### src/rtl/dcache_rep_lru.sv
// True-LRU replacement unit for the set-associative data cache.
// Tracks per-set age permutations and per-way valid bits, and returns a registered victim way.
module dcache_rep_lru #(
    parameter int SETS  = 8,
    parameter int WAYS  = 4,
    parameter int IDX_W = $clog2(SETS),
    parameter int WAY_W = $clog2(WAYS)
) (
    input  logic             CLK,
    input  logic             RST,
    input  logic             inv_all,
    output logic             ready,
    input  logic             lookup_en,
    input  logic [IDX_W-1:0] lookup_idx,
    output logic [WAY_W-1:0] way,
    output logic             way_valid,
    input  logic             upd_en,
    input  logic [IDX_W-1:0] upd_idx,
    input  logic             match,
    input  logic [WAY_W-1:0] match_idx,
    input  logic             upd_fill
);

    typedef enum logic {INIT, IDLE} state_t;

    state_t                             state, state_nx;
    logic [IDX_W-1:0]                   cnt;
    logic [SETS-1:0][WAYS-1:0][WAY_W-1:0] age;
    logic [SETS-1:0][WAYS-1:0]          vld;

    logic                               init_we, act, upd_act, lkp_act;
    logic [WAY_W-1:0]                   a;
    logic [WAYS-1:0][WAY_W-1:0]         upd_age, sel_age;
    logic [WAYS-1:0]                    upd_vld, sel_vld;
    logic [WAY_W-1:0]                   victim;
    logic                               found;

    always_ff @(posedge CLK) begin
        if (RST) state <= INIT;
        else     state <= state_nx;
    end

    always_comb begin
        state_nx = state;
        if (inv_all)
            state_nx = INIT;
        else if (state == INIT && cnt == IDX_W'(SETS - 1))
            state_nx = IDLE;
    end

    always_comb begin
        ready   = (state == IDLE);
        init_we = (state == INIT);
        act     = (state == IDLE) && !inv_all;
        upd_act = act && upd_en && (match || upd_fill);
        lkp_act = act && lookup_en;
    end

    // Post-update view of the updated set; also used to bypass same-set lookups.
    always_comb begin
        a       = age[upd_idx][match_idx];
        upd_vld = vld[upd_idx];
        for (int w = 0; w < WAYS; w++) begin
            if (WAY_W'(w) == match_idx)
                upd_age[w] = '0;
            else if (age[upd_idx][w] < a)
                upd_age[w] = age[upd_idx][w] + WAY_W'(1);
            else
                upd_age[w] = age[upd_idx][w];
        end
        if (upd_fill) upd_vld[match_idx] = 1'b1;
    end

    always_comb begin
        if (upd_act && lookup_idx == upd_idx) begin
            sel_age = upd_age;
            sel_vld = upd_vld;
        end else begin
            sel_age = age[lookup_idx];
            sel_vld = vld[lookup_idx];
        end
        victim = '0;
        found  = 1'b0;
        for (int w = WAYS - 1; w >= 0; w--) begin
            if (!sel_vld[w]) begin
                victim = WAY_W'(w);
                found  = 1'b1;
            end
        end
        if (!found) begin
            for (int w = 0; w < WAYS; w++)
                if (sel_age[w] == WAY_W'(WAYS - 1)) victim = WAY_W'(w);
        end
    end

    always_ff @(posedge CLK) begin
        if (RST) begin
            cnt       <= '0;
            way       <= '0;
            way_valid <= 1'b0;
        end else begin
            cnt       <= (inv_all || state == IDLE) ? '0 : cnt + 1'b1;
            way_valid <= lkp_act;
            if (lkp_act) way <= victim;
        end
    end

    // Array contents need no reset: the init sweep rewrites every set.
    always_ff @(posedge CLK) begin
        if (!RST) begin
            if (init_we) begin
                for (int w = 0; w < WAYS; w++)
                    age[cnt][w] <= WAY_W'(w);
                vld[cnt] <= '0;
            end else if (upd_act) begin
                age[upd_idx] <= upd_age;
                vld[upd_idx] <= upd_vld;
            end
        end
    end

endmodule

### config.mk
export PLATFORM = sky130hd
export DESIGN_NAME = dcache_rep_lru
export DESIGN_NICKNAME = d
export VERILOG_FILES = /design/src/rtl/dcache_rep_lru.sv
export SDC_FILE = /design/constraint.sdc
export NUM_CORES = 1
export LEC_CHECK = 0
export ABC_AREA = 1
export BUFFER_PORTS_ARGS = -buffer_cell sky130_fd_sc_hd__buf_4
export CAP_MARGIN = 40
export CORE_ASPECT_RATIO = 0.5
export CORE_MARGIN = 10
export CORE_UTILIZATION = 30
export DETAILED_ROUTE_END_ITERATION = 7
export PLACE_DENSITY_LB_ADDON = 0.25
export SLEW_MARGIN = 5
export SYNTH_ARGS = -nofsm -noshare
export SYNTH_HDL_FRONTEND = slang
export SYNTH_SLANG_ARGS = --single-unit
export TNS_END_PERCENT = 1
### constraint.sdc
create_clock -name CLK -period 3.8 [get_ports CLK]
set_clock_uncertainty 0.2 [all_clocks]
set_input_delay 0.38 -clock CLK [delete_from_list [all_inputs] [get_ports CLK]]
set_output_delay 0.38 -clock CLK [all_outputs]
set_load 0.01 [all_outputs]
# [Word level (Yosys, flattened, before mapping)]
# Index checks and enable logic that the tools add are counted.
[op_classes] n_reduce_logical=16 order_cmp=11 bitwise=14 addsub=5 n_mux=56 n_eq_ne=10
[ops] operator="64-bit two-way mux" count=2
[ops] operator="8-bit demux with 3-bit select" count=5
[ops] operator="32-bit AND" count=3
[ops] operator="32-bit NOT" count=3
[ops] operator="64-bit AND" count=1
[ops] operator="64-bit bitwise mux" count=1
[ops] operator="32-bit two-way mux" count=2
[ops] operator="64-bit NOT" count=1
[ops] operator="32-bit bitwise OR" count=2
[ops] operator="64-bit bitwise OR" count=1
[ops] operator="8-bit binary-select mux with 3-bit select" count=2
[ops] operator="8-bit two-way mux" count=5
[ops] operator="2-bit two-way mux" count=19
[ops] operator="32-bit bitwise mux" count=1
[ops] operator="4-bit two-way mux" count=7
[ops] operator="4-bit binary-select mux with 3-bit select" count=2
[ops] operator="4-bit demux with 3-bit select" count=2
[ops] operator="3-bit by 4-bit < comparator with 1-bit output, second input constant" count=3
[ops] operator="1-bit logical AND" count=9
[ops] operator="2-bit by 1-bit adder with 2-bit output, second input constant" count=4
[ops] operator="2-bit == test, second input constant" count=4
[ops] operator="2-bit < comparator" count=4
[ops] operator="3-bit by 1-bit greater-or-equal comparator with 1-bit output, second input constant" count=2
[ops] operator="6-bit two-way mux" count=1
[ops] operator="18 further kinds" count=26
[word_totals] input_bits=15 register_bits=103 out_inout_bits=4 elab_cells=156

# [Depth between registers and ports, before layout]
[logic_depth] word_depth=16 mapped_depth=23 mapped_depth_nobuf=23

# [Worst setup path before layout]
# OpenSTA, ideal clock, no wires.
[synth_path] kind="input to register" from="input upd_idx[1]" to="register way[0]" cell_stages=22 n_path_buf=1 arrival_ns=2.938 setup_slack_ns=0.543 required_time_ns=3.481 setup_time_ns=0.119 path_cell_list="buf_4 > nand2_1 > nor2_1 > a22o_1 > a221oi_1 > nand2_1 > inv_1 > o22ai_1 > a221oi_1 > ha_1 > nor3_1 > inv_1 > nand2_1 > inv_1 > nor2_1 > nand3_1 > nand2_1 > nand2_1 > nand2_1 > nand2_1 > nand2_1 > a21oi_1"
[synth_between] elab_chain_len=14 elab_cells_between_ends=45 cone_classes="add/sub: 4; order compare: 4; eq/ne: 5; mux: 30; bitwise: 1; reduce/logical: 1"
[synth_lines] item="start, declared" line_no="18" rtl="input logic [IDX_W-1:0] upd_idx,"
[synth_lines] item="8-bit binary-select mux with 3-bit select or 4-bit binary-select mux with 3-bit select (tied branches)"
[synth_lines] item="8-bit two-way mux (implied by the code) or 4-bit two-way mux (tied branches)"
[synth_lines] item="2-bit binary-select mux with 2-bit select or 4-bit bitwise OR (tied branches)"
[synth_lines] item="2-bit two-way mux (implied by the code) or 4-bit two-way mux (tied branches)" line_no="61, 71"
[synth_lines] item="2-bit < comparator or 4-bit two-way mux (tied branches)" line_no="66, 75"
[synth_lines] item="2-bit two-way mux (on tied branches)" line_no="66, 85"
[synth_lines] item="2-bit two-way mux (on tied branches)" line_no="64, 85"
[synth_lines] item="8-bit two-way mux or 2-bit two-way mux (tied branches)" line_no="75, 85"
[synth_lines] item="2-bit == test or 2-bit two-way mux (tied branches)" line_no="92, 85"
[synth_lines] item="2-bit two-way mux (4 in series)" line_no="92" rtl="if (sel_age[w] == WAY_W'(WAYS - 1)) victim = WAY_W'(w);"
[synth_lines] item="2-bit two-way mux (*)" line_no="90" rtl="if (!found) begin"
[synth_lines] item="end signal, assigned" line_no="104" rtl="if (lkp_act) way <= victim;"
[synth_lines] item="end, declared" line_no="15" rtl="output logic [WAY_W-1:0] way,"
# Every way passes the cells marked *; elsewhere a longest branch is shown, timed or not. The select of a mux whose other input is x is not followed.
# A chain may end at the register's enable or synchronous reset.

# [Worst setup path after layout]
[layout_path] from="register age[17] (netlist name)" to="register age[27] (netlist name) (data pin)"
[layout_between] elab_chain_len=10
[layout_lines] item="start, declared" line_no="28" rtl="logic [SETS-1:0][WAYS-1:0][WAY_W-1:0] age;"
[layout_lines] item="start signal, assigned by index" line_no="113" rtl="age[cnt][w] <= WAY_W'(w);"
[layout_lines] item="start signal, assigned by index" line_no="116" rtl="age[upd_idx] <= upd_age;"
[layout_lines] item="8-bit binary-select mux with 3-bit select" line_no="61" rtl="a = age[upd_idx][match_idx];"
[layout_lines] item="8-bit two-way mux (implied by the code)" line_no="61"
[layout_lines] item="2-bit binary-select mux with 2-bit select" line_no="61"
[layout_lines] item="2-bit two-way mux (implied by the code)" line_no="61"
[layout_lines] item="2-bit < comparator" line_no="66" rtl="else if (age[upd_idx][w] < a)"
[layout_lines] item="2-bit two-way mux" line_no="66"
[layout_lines] item="2-bit two-way mux" line_no="64" rtl="if (WAY_W'(w) == match_idx)"
[layout_lines] item="64-bit bitwise mux" line_no="116"
[layout_lines] item="64-bit two-way mux" line_no="115" rtl="end else if (upd_act) begin"
[layout_lines] item="64-bit two-way mux" line_no="111" rtl="if (init_we) begin"
# No other way between the ends. The select of a mux whose other input is x is not followed.

==> out/metrics.yaml <==
yosys.area_share.simple: 0.1955
end_kind: "flop"
place_hpwl_um: 18650
drive_gt1_frac: 0.1152
grt_pass1_wl_um: 36490
status: "finished clean"
fin_area_um2: 7287
diodes: 0
antenna_found_initial: 1
die_w_um: 224.4
ios: 19
overflow: 0
slew_violations: 0
place_area_um2: 6972
ys_warn_count: 0
maxCapViolCount: 0
synthTopCellsByArea: "edfxtp_1 (46%), nand2_1 (11%), inv_1 (7.6%)"
min_path_type: "input pin to flop"
postSynthCellCount: 788
drt_iter0_markers: 836
grt_pass1_vias: 5636
fin_setup_tns_ps: 0
clk_latency_ps: 370
wl_per_cell_um: 22.30
syn_area_um2: 6265
ys_async_sr_fraction: 0
synth_fa_ha_area_frac: 0.01198
syn2layout_area_growth_pct: 16.32
ctsHtreeMaxLevel: 3
path_cells: "a22o_1, a221oi_2, nand2_1, inv_1, o22ai_1, a221oi_1, buf_4, ha_1, nor3_1, inv_1, nand3_1, nand2_1, nor2_1, inv_1, buf_4, o21ai_0"
syn_area_per_cell_um2: 7.950
path_clk_slew_ps: 80
synth-seq-area-share: 0.4825
nNetsFinal: 849
grt_max_degree: 41
fmax_ghz: 0.2978
numCtsBuffers: 9
finalWeightedCongestion: 1.003
hold_ws_ps: 160.5
muxShareOfSynthArea: 0
required_ps: 3810
cts_sinks: 103
num_vias: 6076
synth_nets: 809
setup_viol: 0
reg2reg_depth: 16
rsz0062_at_grt: "no"
synth_commonest_cells: "nand2_1 (181), inv_1 (127), edfxtp_1 (96)"
start_util: 0.3048
start_kind: "flop"
critPathArrivalTime_ps: 3370
ys_ff_latch: 103
fp-row-count: 37
antenna_left: 0
final_period_minus_worst_setup_slack_ps: 3357
cts_tree: "done"
worstMarginPinSlew_ps: 911.0
io_buffers: 18
grtUsageTotal: 0.1790
post_cts_buffers: 0
cpMostUsedCell: "inv_1"
clk_path_buf_depth: 2
yosysTopAreaCell: "edfxtp_1"
synth.top_cell.area_share: 0.4602
synth_compound_area_frac: 0.2051
synth-edff-count: 96
critPathMaxFanout: 4
vias_per_cell: 5.494
drc_errors: 0
stdcell_count: 1106
core_um2: 20550
dieHeight_um: 122.2
p_leak_nw: 3.186
post-route-period-util: 0.8835
slowest_delay_ps: 440
dp.cells: 1089
yosys.cell_count.top_type: "nand2_1"
wl_um: 24660
drtPass1Iterations: 5
hold_depth: 4
synth-main-ff-cell: "edfxtp_1"
slew-limit-headroom: 0.3849
totalPowerFinal_mw: 2.978
synth_top_family_by_area: "compound AO/OA/AOI/OAI gates"
powerDensity_nw_per_um2: 408.7
synthXorXnorAreaFrac: 0.002796
criticalPathCategory: "flop to flop"
cts-root-buf: "clkbuf_16"
ir_worst_vdd_mv: 0.2250
die_area_um2: 27410
critPathSlowestCell: "edfxtp_1"
hold_violations: 0
yosysUniqueCellTypes: 36
## layer usage
metal,GRT usage,routed length [µm]
met1,0.2490,11020
met2,0.2527,10060
met3,0.06476,3062
met4,0.05488,516
met5,0,0
## per-stage QoR
stage / worst slack (ps) / util
6_report: 442.5 / 0.3545
4_1_cts: 340.6 / 0.3542
2_1_floorplan: 542.5 / -
5_1_grt: 90.09 / 0.3545
3_3_place_gp: 62.74 / 0.3388
3_5_place_dp: 26.10 / 0.3392
## layout by cell type, fill, tap and decap left out, drive strengths merged, types with 10 or more instances in the layout
| master | Yosys | layout |
|---|---|---|
| a21oi | 40 | 40 |
| a221oi | 10 | 10 |
| buf | 6 | 58 |
| edfxtp | 96 | 96 |
| inv | 135 | 139 |
| nand2 | 185 | 185 |
| nand3 | 44 | 44 |
| nor2 | 43 | 43 |
| o21ai | 99 | 99 |
| o22ai | 54 | 54 |
## report_power, final
| group | leakage, nW | internal, mW | switching (mW) |
|---|---|---|---|
| clock network | 0.141 | 0.467 | 0.496 |
| registers | 0.989 | 1.31 | 0.0354 |
| logic | 2.06 | 0.223 | 0.446 |
| total | 3.19 | 2.00 | 0.978 |
## worst max-delay path, delay by kind of cell, from the launching register on
kind | cells | cell delay, ps
AO/OA/AOI/OAI | 5 | 970
adder cells (fa/ha/maj) | 1 | 230
buffers and inverters | 5 | 660
flip-flops | 1 | 440
AND/OR/NAND/NOR | 5 | 700
## flip-flops by register name, indices dropped and copies added, names as in the netlist
name	flops
age	64
vld	32
cnt	3
way	2
ready	1
way_valid	1
## kinds of logic after synthesis
family                   count (synthesis)
flip-flops                             103
buffers and inverters                  165
AO/OA/AOI/OAI                          222
adder cells (fa/ha/maj)                  6
AND/OR/NAND/NOR                        290
XOR/XNOR                                 2
## final timing paths
check                                to  slack, ps  startpoint
worst min-delay path             way[1]        160   lookup_en
worst min register to register   way[1]        280      way[1]
worst max register to register  age[27]        440     age[17]
worst max-delay path            age[27]        440     age[17]
## what timing repair did
action	in CTS	in global routing
hold buffers	1	0
gates resized for setup	0	1
setup endpoints to repair	0	10
endpoints found under the hold margin	1	0
## cell type report
type                            count  area (µm²)
Fill cell                        2190       13270
Sequential cell                   103        3023
Multi-Input combinational cell    520        2609
Timing Repair Buffer               59       508.0
Inverter                          135       506.7
Tap cell                          273       341.6
Clock buffer                        9       225.2
Clock inverter                      7       73.82
No activity file was read; power rests on OpenSTA's default activity.
